[src/rtl/controlador_busca.sv]
// controlador_busca: instruction-fetch sequencer owning the PC, with a one-word valid/ready output buffer
module controlador_busca #(
  parameter int                ADDR_W      = 8,
  parameter int                DATA_W      = 8,
  parameter logic [ADDR_W-1:0] START_ADDR  = '0,
  parameter logic [DATA_W-1:0] HALT_OPCODE = '1
) (
  input  logic              clock,
  input  logic              reset,
  input  logic              start,
  output logic [ADDR_W-1:0] endereco,
  input  logic [DATA_W-1:0] instrucao_mem,
  output logic [DATA_W-1:0] inst_out,
  output logic [ADDR_W-1:0] inst_pc,
  output logic              inst_valid,
  input  logic              inst_ready,
  input  logic              redirect,
  input  logic [ADDR_W-1:0] redirect_addr,
  output logic              halted,
  output logic              wrapped,
  output logic [15:0]       fetch_count
);
  typedef enum logic [1:0] {IDLE = 2'd0, FETCH = 2'd1, HALTED = 2'd2} state_t;
  state_t            state_q;
  logic [ADDR_W-1:0] pc_q;
  logic [DATA_W-1:0] inst_out_q;
  logic [ADDR_W-1:0] inst_pc_q;
  logic              inst_valid_q;
  logic              halted_q;
  logic              wrapped_q;
  logic [15:0]       fetch_count_q;
  logic              transfer;
  logic              stall;
  assign transfer    = inst_valid_q && inst_ready;
  assign stall       = inst_valid_q && !inst_ready;
  assign endereco    = pc_q;
  assign inst_out    = inst_out_q;
  assign inst_pc     = inst_pc_q;
  assign inst_valid  = inst_valid_q;
  assign halted      = halted_q;
  assign wrapped     = wrapped_q;
  assign fetch_count = fetch_count_q;
  // fetch FSM: redirect beats stall beats capture; the memory word was read from pc at the previous falling edge
  always_ff @(posedge clock) begin
    if (reset) begin
      state_q       <= IDLE;
      pc_q          <= START_ADDR;
      inst_out_q    <= '0;
      inst_pc_q     <= '0;
      inst_valid_q  <= 1'b0;
      halted_q      <= 1'b0;
      wrapped_q     <= 1'b0;
      fetch_count_q <= '0;
    end else begin
      case (state_q)
        IDLE: if (start) state_q <= FETCH;
        FETCH: begin
          if (redirect) begin
            pc_q         <= redirect_addr;
            inst_valid_q <= 1'b0;
          end else if (!stall) begin
            inst_out_q   <= instrucao_mem;
            inst_pc_q    <= pc_q;
            inst_valid_q <= 1'b1;
            if (fetch_count_q != 16'hFFFF) fetch_count_q <= fetch_count_q + 16'd1;
            if (instrucao_mem == HALT_OPCODE) begin
              state_q  <= HALTED;
              halted_q <= 1'b1;
            end else begin
              pc_q <= pc_q + 1'b1;
              if (pc_q == '1) wrapped_q <= 1'b1;
            end
          end
        end
        HALTED: begin
          if (start) begin
            pc_q         <= START_ADDR;
            inst_valid_q <= 1'b0;
            halted_q     <= 1'b0;
            state_q      <= FETCH;
          end else if (transfer) inst_valid_q <= 1'b0;
        end
        default: state_q <= IDLE;
      endcase
    end
  end
endmodule

[config.mk]
export PLATFORM = sky130hd
export DESIGN_NAME = controlador_busca
export DESIGN_NICKNAME = d
export VERILOG_FILES = /design/src/rtl/controlador_busca.sv
export SDC_FILE = /design/constraint.sdc
export NUM_CORES = 1
export LEC_CHECK = 0
export CORE_MARGIN = 2
export CORE_UTILIZATION = 35
export DETAILED_ROUTE_END_ITERATION = 7
export MAX_ROUTING_LAYER = met4
export PLACE_DENSITY = 0.72
export SKIP_LAST_GASP = 1
export SYNTH_ARGS = -nofsm -noshare
export SYNTH_HDL_FRONTEND = slang
export SYNTH_SLANG_ARGS = --single-unit
[constraint.sdc]
create_clock -name clock -period 4.4 [get_ports clock]
set_input_delay 0.88 -clock clock [delete_from_list [all_inputs] [get_ports clock]]
set_output_delay 0.88 -clock clock [all_outputs]
set_load 0.005 [all_outputs]
Word-level counts from Yosys, hierarchy flattened

Cells that the tools add are included.
W data, S select, Z words.

Register bits after elaboration: 45
Bits in latches: 0
Bits in writable memories: 0
ROM bits: 0
Bits of input ports: 21
Output and inout bits: 43
Logic and storage cells: 59
Memories: 0

Add/subtract/negate cells: 2
Multipliers: 0
Divide/modulo/power cells: 0
Order comparisons: 0
Eq/ne operators: 13
Shifts and indexed selects: 0
Muxes and demuxes: 20
Bitwise gates (word level): 3
Reduce and logical (&&, ||, !) cells: 13

Operators by type and width:

| operator                | count |
|---|---|
| $mux W8                 | 4 |
| $add A16 B1 Y16 const B | 1 |
| $eq A8 B8 Y1 const B    | 2 |
| $ne A16 B16 Y1 const B  | 1 |
| $pmux W8 S2             | 1 |
| $reduce_and A4 Y1       | 3 |
| $reduce_and A5 Y1       | 2 |
| $ne A3 B3 Y1 const B    | 3 |
| $add A8 B1 Y8 const B   | 1 |
| $mux W1                 | 8 |
| $mux W2                 | 4 |
| $ne A2 B2 Y1 const B    | 4 |
| $reduce_and A3 Y1       | 2 |
| $pmux W1 S2             | 2 |
| $pmux W2 S2             | 1 |
| $not A1 Y1              | 3 |
| $eq A2 B1 Y1 const B    | 1 |
| $eq A2 B2 Y1 const B    | 1 |
| $logic_and A1 B1 Y1     | 2 |
| $logic_not A2 Y1        | 1 |
| $ne A2 B1 Y1 const B    | 1 |
| $reduce_bool A2 Y1      | 1 |
| $reduce_or A2 Y1        | 1 |
| $logic_not A1 Y1        | 1 |

Depth between registers and ports, before layout

Gate-level depths: netlist of run 1.

Word-level depth: 5
Gate-level depth with buffers: 7
Depth with buffers taken out: 6

Worst setup path before layout of run 1

Ideal clock, no wire load.

Path kind: input port to flip-flop
Start: in redirect
End: reg pc_q[0] (netlist: endereco[0])
Setup time: 0.134 ns
Data arrival time: 1.874 ns
Required time: 4.266 ns
Path slack: 2.392 ns
Cell stages on the path: 6
Path buffers: 1
Cell sequence: or3b_1 -> a22oi_2 -> a21oi_2 -> buf_4 -> a31oi_1 -> a311oi_1

Cells in the longest elaborated chain, start to end: 2
Elaborated cells between the ends (all ways): 5
Classes of those cells: eq/ne: 2; mux: 2; reduce/logical: 1

Ends and longest elaborated chain:

| what                                                       | RTL line | source |
|---|---|---|
| start: declaration                                         | 17       | `input logic redirect,` |
| $ne A3 B3 Y1 (no line) or $mux W8 (tied branches)          | n/a      |  |
| $reduce_and A4 Y1 (no line) or $pmux W8 S2 (tied branches) | n/a      |  |
| end signal: assignment                                     | 59       | `pc_q <= redirect_addr;` |
| end signal: assignment                                     | 70       | `pc_q <= pc_q + 1'b1;` |
| end: declaration                                           | 25       | `logic [ADDR_W-1:0] pc_q;` |

Parallel ways exist; a longest one is shown, timed or not.
A chain may end at the register's enable or synchronous reset.

Worst setup path after layout of run 1

Start: in redirect
End: reg fetch_count_q[1] (netlist: fetch_count[1])

Cells in the longest elaborated chain, start to end: 2

Ends and longest elaborated chain:

| what                        | RTL line | source |
|---|---|---|
| $not A1 Y1 (no line)        | n/a      |  |
| $reduce_and A4 Y1 (no line) | n/a      |  |
| end signal: assignment      | 65       | `if (fetch_count_q != 16'hFFFF) fetch_count_q <= fetch_count_q + 16'd1;` |
| end: declaration            | 31       | `logic [15:0] fetch_count_q;` |

Every way passes these cells.

==> out/metrics.cfg, run 1 <==
[detailed_routing]
wire_per_inst_um = 14.0
vias_per_cell = 5.20
wl_um = 5620
ant_nets = 0
dr.first_iter.drc_count = 78
vias = 2096
drc = 0
dr.pass1.iters = 4

[placed_design]
place_area_mm2 = 0.00289
place.gp.congestion = 0.818
portBuffers = 63
dpl.hpwl_um = 4080
preCtsSetupSlack_ns = 1.32

[logic_synthesis]
synth_seq_area_share_pct = 40.6
synth_nets = 289
syn-cell-area_mm2 = 0.00222
synth_seq_cells = 45
synth_top_family_by_area = simple AND/OR/NAND/NOR gates
synth_fa_ha_area_share_pct = 1.13
synth_xor_area_share_pct = 5.52
synth_async_sr_flop_share_pct = 0
synth-edff-count = 0
postSynthCellCount = 266
syn_area_per_cell_um2 = 8.35
synth.area.mux_share_pct = 1.80
ys.flop_type = dfxtp_1
ys_warn_count = 0
synth_compound_area_share_pct = 15.4
synth-simple-area-share_pct = 31.4
synthDistinctLibCells = 49

[power]
irDropWorstVdd_mv = 0.112
switching_share_pct = 24.3
p_leak_uw = 0.000993
p_clk_share_pct = 37.2
p_int_uw = 641
power_density_mw_per_mm2 = 282
power_uw = 847
p_comb_share_pct = 11.7
net-switching-power_uw = 206
sequentialPowerShare_pct = 51.0

[layout]
stdcell_area_mm2 = 0.00300
regArea_um2 = 901
layout_common_cells = clkdlybuf4s50_1, dfxtp_1, nand2_1
multi_input_area_mm2 = 0.00123
final_common_cell = clkdlybuf4s50_1
fill_cells = 610
nets = 348
diodes = 0
areaGrowthSynthToFinish_pct = 35.2
drive_above_1_share_pct = 8.59

[die]
core_mm2 = 0.00624
initial_core_util_pct = 35.6
die_w_um = 83.7
boundaryPins = 64
die_h_um = 83.7
die-area_mm2 = 0.00700
num_rows = 29

[cts]
h-tree-depth = 2
clock_latency_ns = 0.29
cts_tree = yes
clk_pin_slew_ns = 0.08
clkSinkCount = 45
cts-resized-gates = 0
cts_buffers = 5
cts_hold_buf = 0
cts_setup_buffers = 0
cts_max_path_buffers = 2
cts_root_buf = clkbuf_8

[critical_path]
critPathMaxFanout = 20
critPathKind = in -> reg
cpPeakStageDelay_ns = 0.76
start_kind = input pin
endpoint_kind = register
critPathRequiredTime_ns = 4.54
worstPathCellList = clkdlybuf4s50_1 -> inv_1 -> nand3_4 -> a21oi_1 -> mux2i_1 -> nor2_1
r2r_setup_slack_ns = 2.32
cpMaxStageDelayCell = clkdlybuf4s50_1
critPathArrivalTime_ns = 2.93

[timing]
max_freq_mhz = 359
drv_slew = 0
tns_ns = 0
post-route-min-period_ns = 2.78
rsz0062_at_grt = no
layout_worst_path_cycle_share_pct = 63.2
slew_headroom_pct = 24.1
final_hold_viol_count = 0
worstMarginPinSlew_ns = 1.14
setup_viol = 0
clock_skew_ns = 0.00327
final.setup.worst_slack_ns = 1.62
whs_ns = 0.461

[flow_run]
maxCapViolations = 0

[grt]
grt_pass1_wl_um = 9350
globalRouteTotalUtil_pct = 16.6
grt_max_degree = 33
antenna_found_initial = 0
grt_pass1_vias = 1989
overflow = 0

[min_path]
min_path_type = reg -> reg

[run_status]
status = complete, no violations

==> power by group through the flow <==
stage	logic, uW	clock network (uW)	registers [uW]
detailed placement	99.3	0	442
CTS	99.7	321	432
floorplan	52.7	0	439
global placement	97.9	0	441
finish	99.2	315	432
global route	109	342	435
==> Yosys cell counts, types with 2 or more instances <==
library cell,n,area [um^2]
a211oi_1,2,15.0
a21oi_1,24,120
a21oi_2,3,26.3
a311oi_1,2,17.5
a31oi_1,3,18.8
and2_1,2,12.5
and3_2,2,15.0
buf_4,3,22.5
clkbuf_1,8,30.0
dfxtp_1,45,901
ha_1,2,25.0
inv_1,6,22.5
mux2i_1,4,40.0
nand2_1,44,165
nand2b_1,10,62.6
nand3_1,6,30.0
nand4_1,7,43.8
nand4_2,3,37.5
nor2_1,30,113
nor2b_1,3,18.8
nor3_1,3,15.0
nor4_1,3,18.8
nor4_2,2,25.0
o211ai_1,2,15.0
o21ai_0,6,30.0
o21ai_1,2,10.0
o32ai_1,3,26.3
or3_1,3,18.8
xnor2_1,8,70.1
xor2_1,6,52.6
==> flip-flops by register name, indices dropped and copies added (netlist names) <==
register and count:
inst_valid 1, inst_pc 8, endereco 8, wrapped 1, fetch_count 16, inst_out 8
halted 1, state_q 2
==> layout make-up <==
class | count | area share, %
Clock buffer | 6 | 2.42
Inverter | 6 | 0.750
Multi-Input combinational cell | 202 | 40.8
Timing Repair Buffer | 65 | 21.5
Sequential cell | 45 | 30.0
Tap cell | 77 | 3.21
Clock inverter | 2 | 1.29
==> kinds of logic (layout without fill, tap and decap cells) <==
family | count (synthesis) | in the layout
AOI/OAI and AO/OA | 54 | 54
xor gates and xnor gates | 14 | 14
adders and majority gates | 2 | 2
buffers and inverters | 19 | 79
DFF | 45 | 45
muxes | 4 | 4
and+or+nand+nor | 128 | 128
==> per-stage QoR <==
| stage | utilization (%) | std cells |
|---|---|---|
| final | 48.1 | 403 |
| after global routing | 48.1 | 403 |
| after CTS | 48.1 | 403 |
| after detailed placement | 46.3 | 395 |
| after global placement | 46.3 | 395 |
| after floorplan | - | 266 |
==> metal layers <==
| layer | vias up | global-route usage [%] | share of wire (%) |
|---|---|---|---|
| li1 | 1049 | - | - |
| met1 | 982 | 21.7 | 48 |
| met2 | 60 | 25.7 | 46 |
| met3 | 5 | 3.56 | 5.0 |
| met4 | 0 | 5.13 | 0.78 |
| met5 | - | - | 0 |
==> worst paths after layout <==
path | startpoint | to | cells after the start
setup / recovery | redirect | fetch_count[1] | 6
hold / removal | inst_out[0] | inst_out[0] | 2
setup reg to reg | state_q[0] | endereco[5] | 5
hold reg to reg | inst_out[0] | inst_out[0] | 2
==> worst max-delay path, delay by kind of cell <==
| family | cells | cell delay, ns |
|---|---|---|
| AO/OA/AOI/OAI | 1 | 0.31 |
| AND/OR/NAND/NOR | 2 | 0.33 |
| buffers and inverters | 2 | 1.19 |
| multiplexers | 1 | 0.21 |
No activity file was read; power rests on OpenSTA's default activity.
==> inputs of run 2 (changes only) <==
Clock period 4.4 ns to 2.8 ns, I/O delays scaled along.
==> run 2 against run 1 <==
Clock power is 57% higher. Sequential cell count stayed put. Wire length down 1.2%. Cell area rose by 1.5%. Non-clock buffer count is 6 higher. First-iteration DRC count up 1.3%. Sequential power is 57% higher. Register-to-register slack lost 1.3 ns. Die area did not move. Global-route usage barely moved. Power up 57%. Critical endpoint is now endereco[5]. Largest cell class unchanged. Largest power group unchanged.
==> out/metrics.cfg, run 2 (synthesis gave the netlist of run 1 again) <==
[cts]
clock_latency_ns = 0.30  ; about the same
clkSinkCount = 45  ; unchanged
cts-resized-gates = 0  ; unchanged
cts_root_buf = clkbuf_8
cts_max_path_buffers = 2  ; unchanged
clk_pin_slew_ns = 0.09  ; about the same
h-tree-depth = 2  ; unchanged
cts_hold_buf = 0  ; unchanged
cts_tree = yes
cts_setup_buffers = 0  ; unchanged
cts_buffers = 5  ; unchanged

[layout]
diodes = 0  ; unchanged
areaGrowthSynthToFinish_pct = 37.2
nets = 354  ; +1.7%
drive_above_1_share_pct = 10.2  ; +1.7 points
stdcell_area_mm2 = 0.00305  ; +1.5%
final_common_cell = clkdlybuf4s50_1
fill_cells = 638  ; +4.6%
fin_cells = 409  ; +1.5%
largest_reg_flops = 16  ; unchanged
layout_common_cells = clkdlybuf4s50_1, dfxtp_1, nand2_1

[grt]
met1_usage_pct = 19.7  ; -2.0 points
grt.busiest_layer = met2
grt_pass1_vias = 1962  ; -1.4%
globalRouteTotalUtil_pct = 16.6  ; -0.028 points
overflow = 0  ; unchanged
antenna_found_initial = 0  ; unchanged
grt_use_met2_pct = 27.5  ; +1.7 points
grtUsageMet3_pct = 5.14  ; +1.6 points
grt_pass1_wl_um = 9220  ; -1.4%
grt_max_degree = 28  ; -15%

[power]
irDropWorstVdd_mv = 0.261  ; +130%
net-switching-power_uw = 322  ; +56%
p_comb_share_pct = 12.2  ; +0.5 points
power_uw = 1330  ; +57%
p_clk_share_pct = 37.0  ; -0.2 points
p_int_uw = 1010  ; +58%
sequentialPowerShare_pct = 50.8  ; -0.2 points
switching_share_pct = 24.1  ; -0.17 points
p_leak_uw = 0.00102  ; +3.0%
power_density_mw_per_mm2 = 437  ; +55%

[timing]
rsz0062_at_grt = no
clock_skew_ns = 0.0117  ; +0.00839 ns
worstMarginPinSlew_ns = 0.493  ; -0.642 ns
setup_viol = 0  ; unchanged
slew_headroom_pct = 67.1  ; +43 points
whs_ns = 0.457  ; -0.00438 ns
post-route-min-period_ns = 2.10
layout_worst_path_cycle_share_pct = 75.0
final_hold_viol_count = 0  ; unchanged
tns_ns = 0  ; unchanged
drv_slew = 0  ; unchanged
max_freq_mhz = 476

[die]
boundaryPins = 64  ; unchanged
initial_core_util_pct = 35.6  ; unchanged
die_w_um = 83.7  ; unchanged
core_mm2 = 0.00624  ; unchanged
die_h_um = 83.7  ; unchanged
num_rows = 29  ; unchanged
die-area_mm2 = 0.00700  ; unchanged

[critical_path]
r2r_setup_slack_ns = 0.97  ; -1.35 ns
reg2reg_to = fetch_count[7]
endpoint_kind = register
critPathKind = in -> reg
start_kind = input pin
critPathRequiredTime_ns = 3.01  ; -1.53 ns
r2r-start = fetch_count[0]
critPathMaxFanout = 11  ; -45%
critPathArrivalTime_ns = 2.31  ; -0.62 ns
worstRegToRegCells = 6  ; +1

[placed_design]
portBuffers = 63  ; unchanged
place_area_mm2 = 0.00294  ; +1.6%
dpl.hpwl_um = 4060  ; -0.33%
place.gp.congestion = 0.774  ; -5.4%
placedCellCount = 401  ; +1.5%

[detailed_routing]
dr.first_iter.drc_count = 79  ; +1.3%
vias_per_cell = 5.11  ; -1.8%
wire_per_inst_um = 13.6  ; -2.7%
dr.pass1.iters = 6  ; +2
wl_um = 5550  ; -1.2%
drc = 0  ; unchanged
vias = 2088  ; -0.38%
ant_nets = 0  ; unchanged

[min_path]
min_path_type = reg -> reg
hold_end = inst_out[0]
hold_depth = 2  ; unchanged
worstHoldStart = inst_out[0]

[flow_run]
maxCapViolations = 0  ; unchanged

[run_status]
status = complete, no violations

[run 2: cell types whose count changed in the layout (fill, tap and decap cells not counted), sizes merged]
cell / change
buf: +6
[run 2: layout make-up]
| type | instances | area [um^2] | share of cell area (%) |
|---|---|---|---|
| tap | 77 | 96.3 | 3.16 |
| sequential | 45 | 901 | 29.6 |
| multi-input combinational | 202 | 1230 | 40.2 |
| clock buffer | 6 | 72.6 | 2.38 |
| timing repair buffer | 71 | 691 | 22.7 |
| inverter | 6 | 22.5 | 0.739 |
| clock inverter | 2 | 38.8 | 1.27 |
[run 2: worst max path at each step]
| stage | to | cells after the start | startpoint |
|---|---|---|---|
| 2_1_floorplan | fetch_count[11] | 6 | fetch_count[0] |
| 3_3_place_gp | endereco[2] | 6 | redirect |
| 3_5_place_dp | endereco[5] | 6 | redirect |
| 4_1_cts | endereco[5] | 6 | redirect |
| 5_1_grt | endereco[2] | 6 | start |
| 6_report | endereco[5] | 6 | redirect |
[run 2: per-stage QoR]
stage / worst slack [ns] / util (%)
after floorplan: 1.10 / -
after global placement: 0.506 / 47.1
after detailed placement: 0.414 / 47.1
after CTS: 0.730 / 48.8
after global routing: 0.584 / 48.8
final: 0.700 / 48.8
[run 2: critical path, cell delays in order]
cell	delay [ns]
clkdlybuf4s50_1	0.63
or3b_1	0.18
a22oi_2	0.08
a21oi_2	0.40
nand2b_1	0.16
o32ai_1	0.29
[run 2: metal layers]
layer	vias up	wire, um	share of wire, %
li1	1062	-	-
met4	0	49	0.88
met5	-	0	0
met1	960	2520	45
met3	5	307	5.5
met2	61	2670	48
[run 2: power groups by stage]
stage	sequential [uW]	combinational (uW)	clock [uW]
2_1_floorplan	689	82.8	0
3_3_place_gp	692	159	0
3_5_place_dp	693	163	0
4_1_cts	678	164	508
5_1_grt	681	179	536
6_report	677	163	493
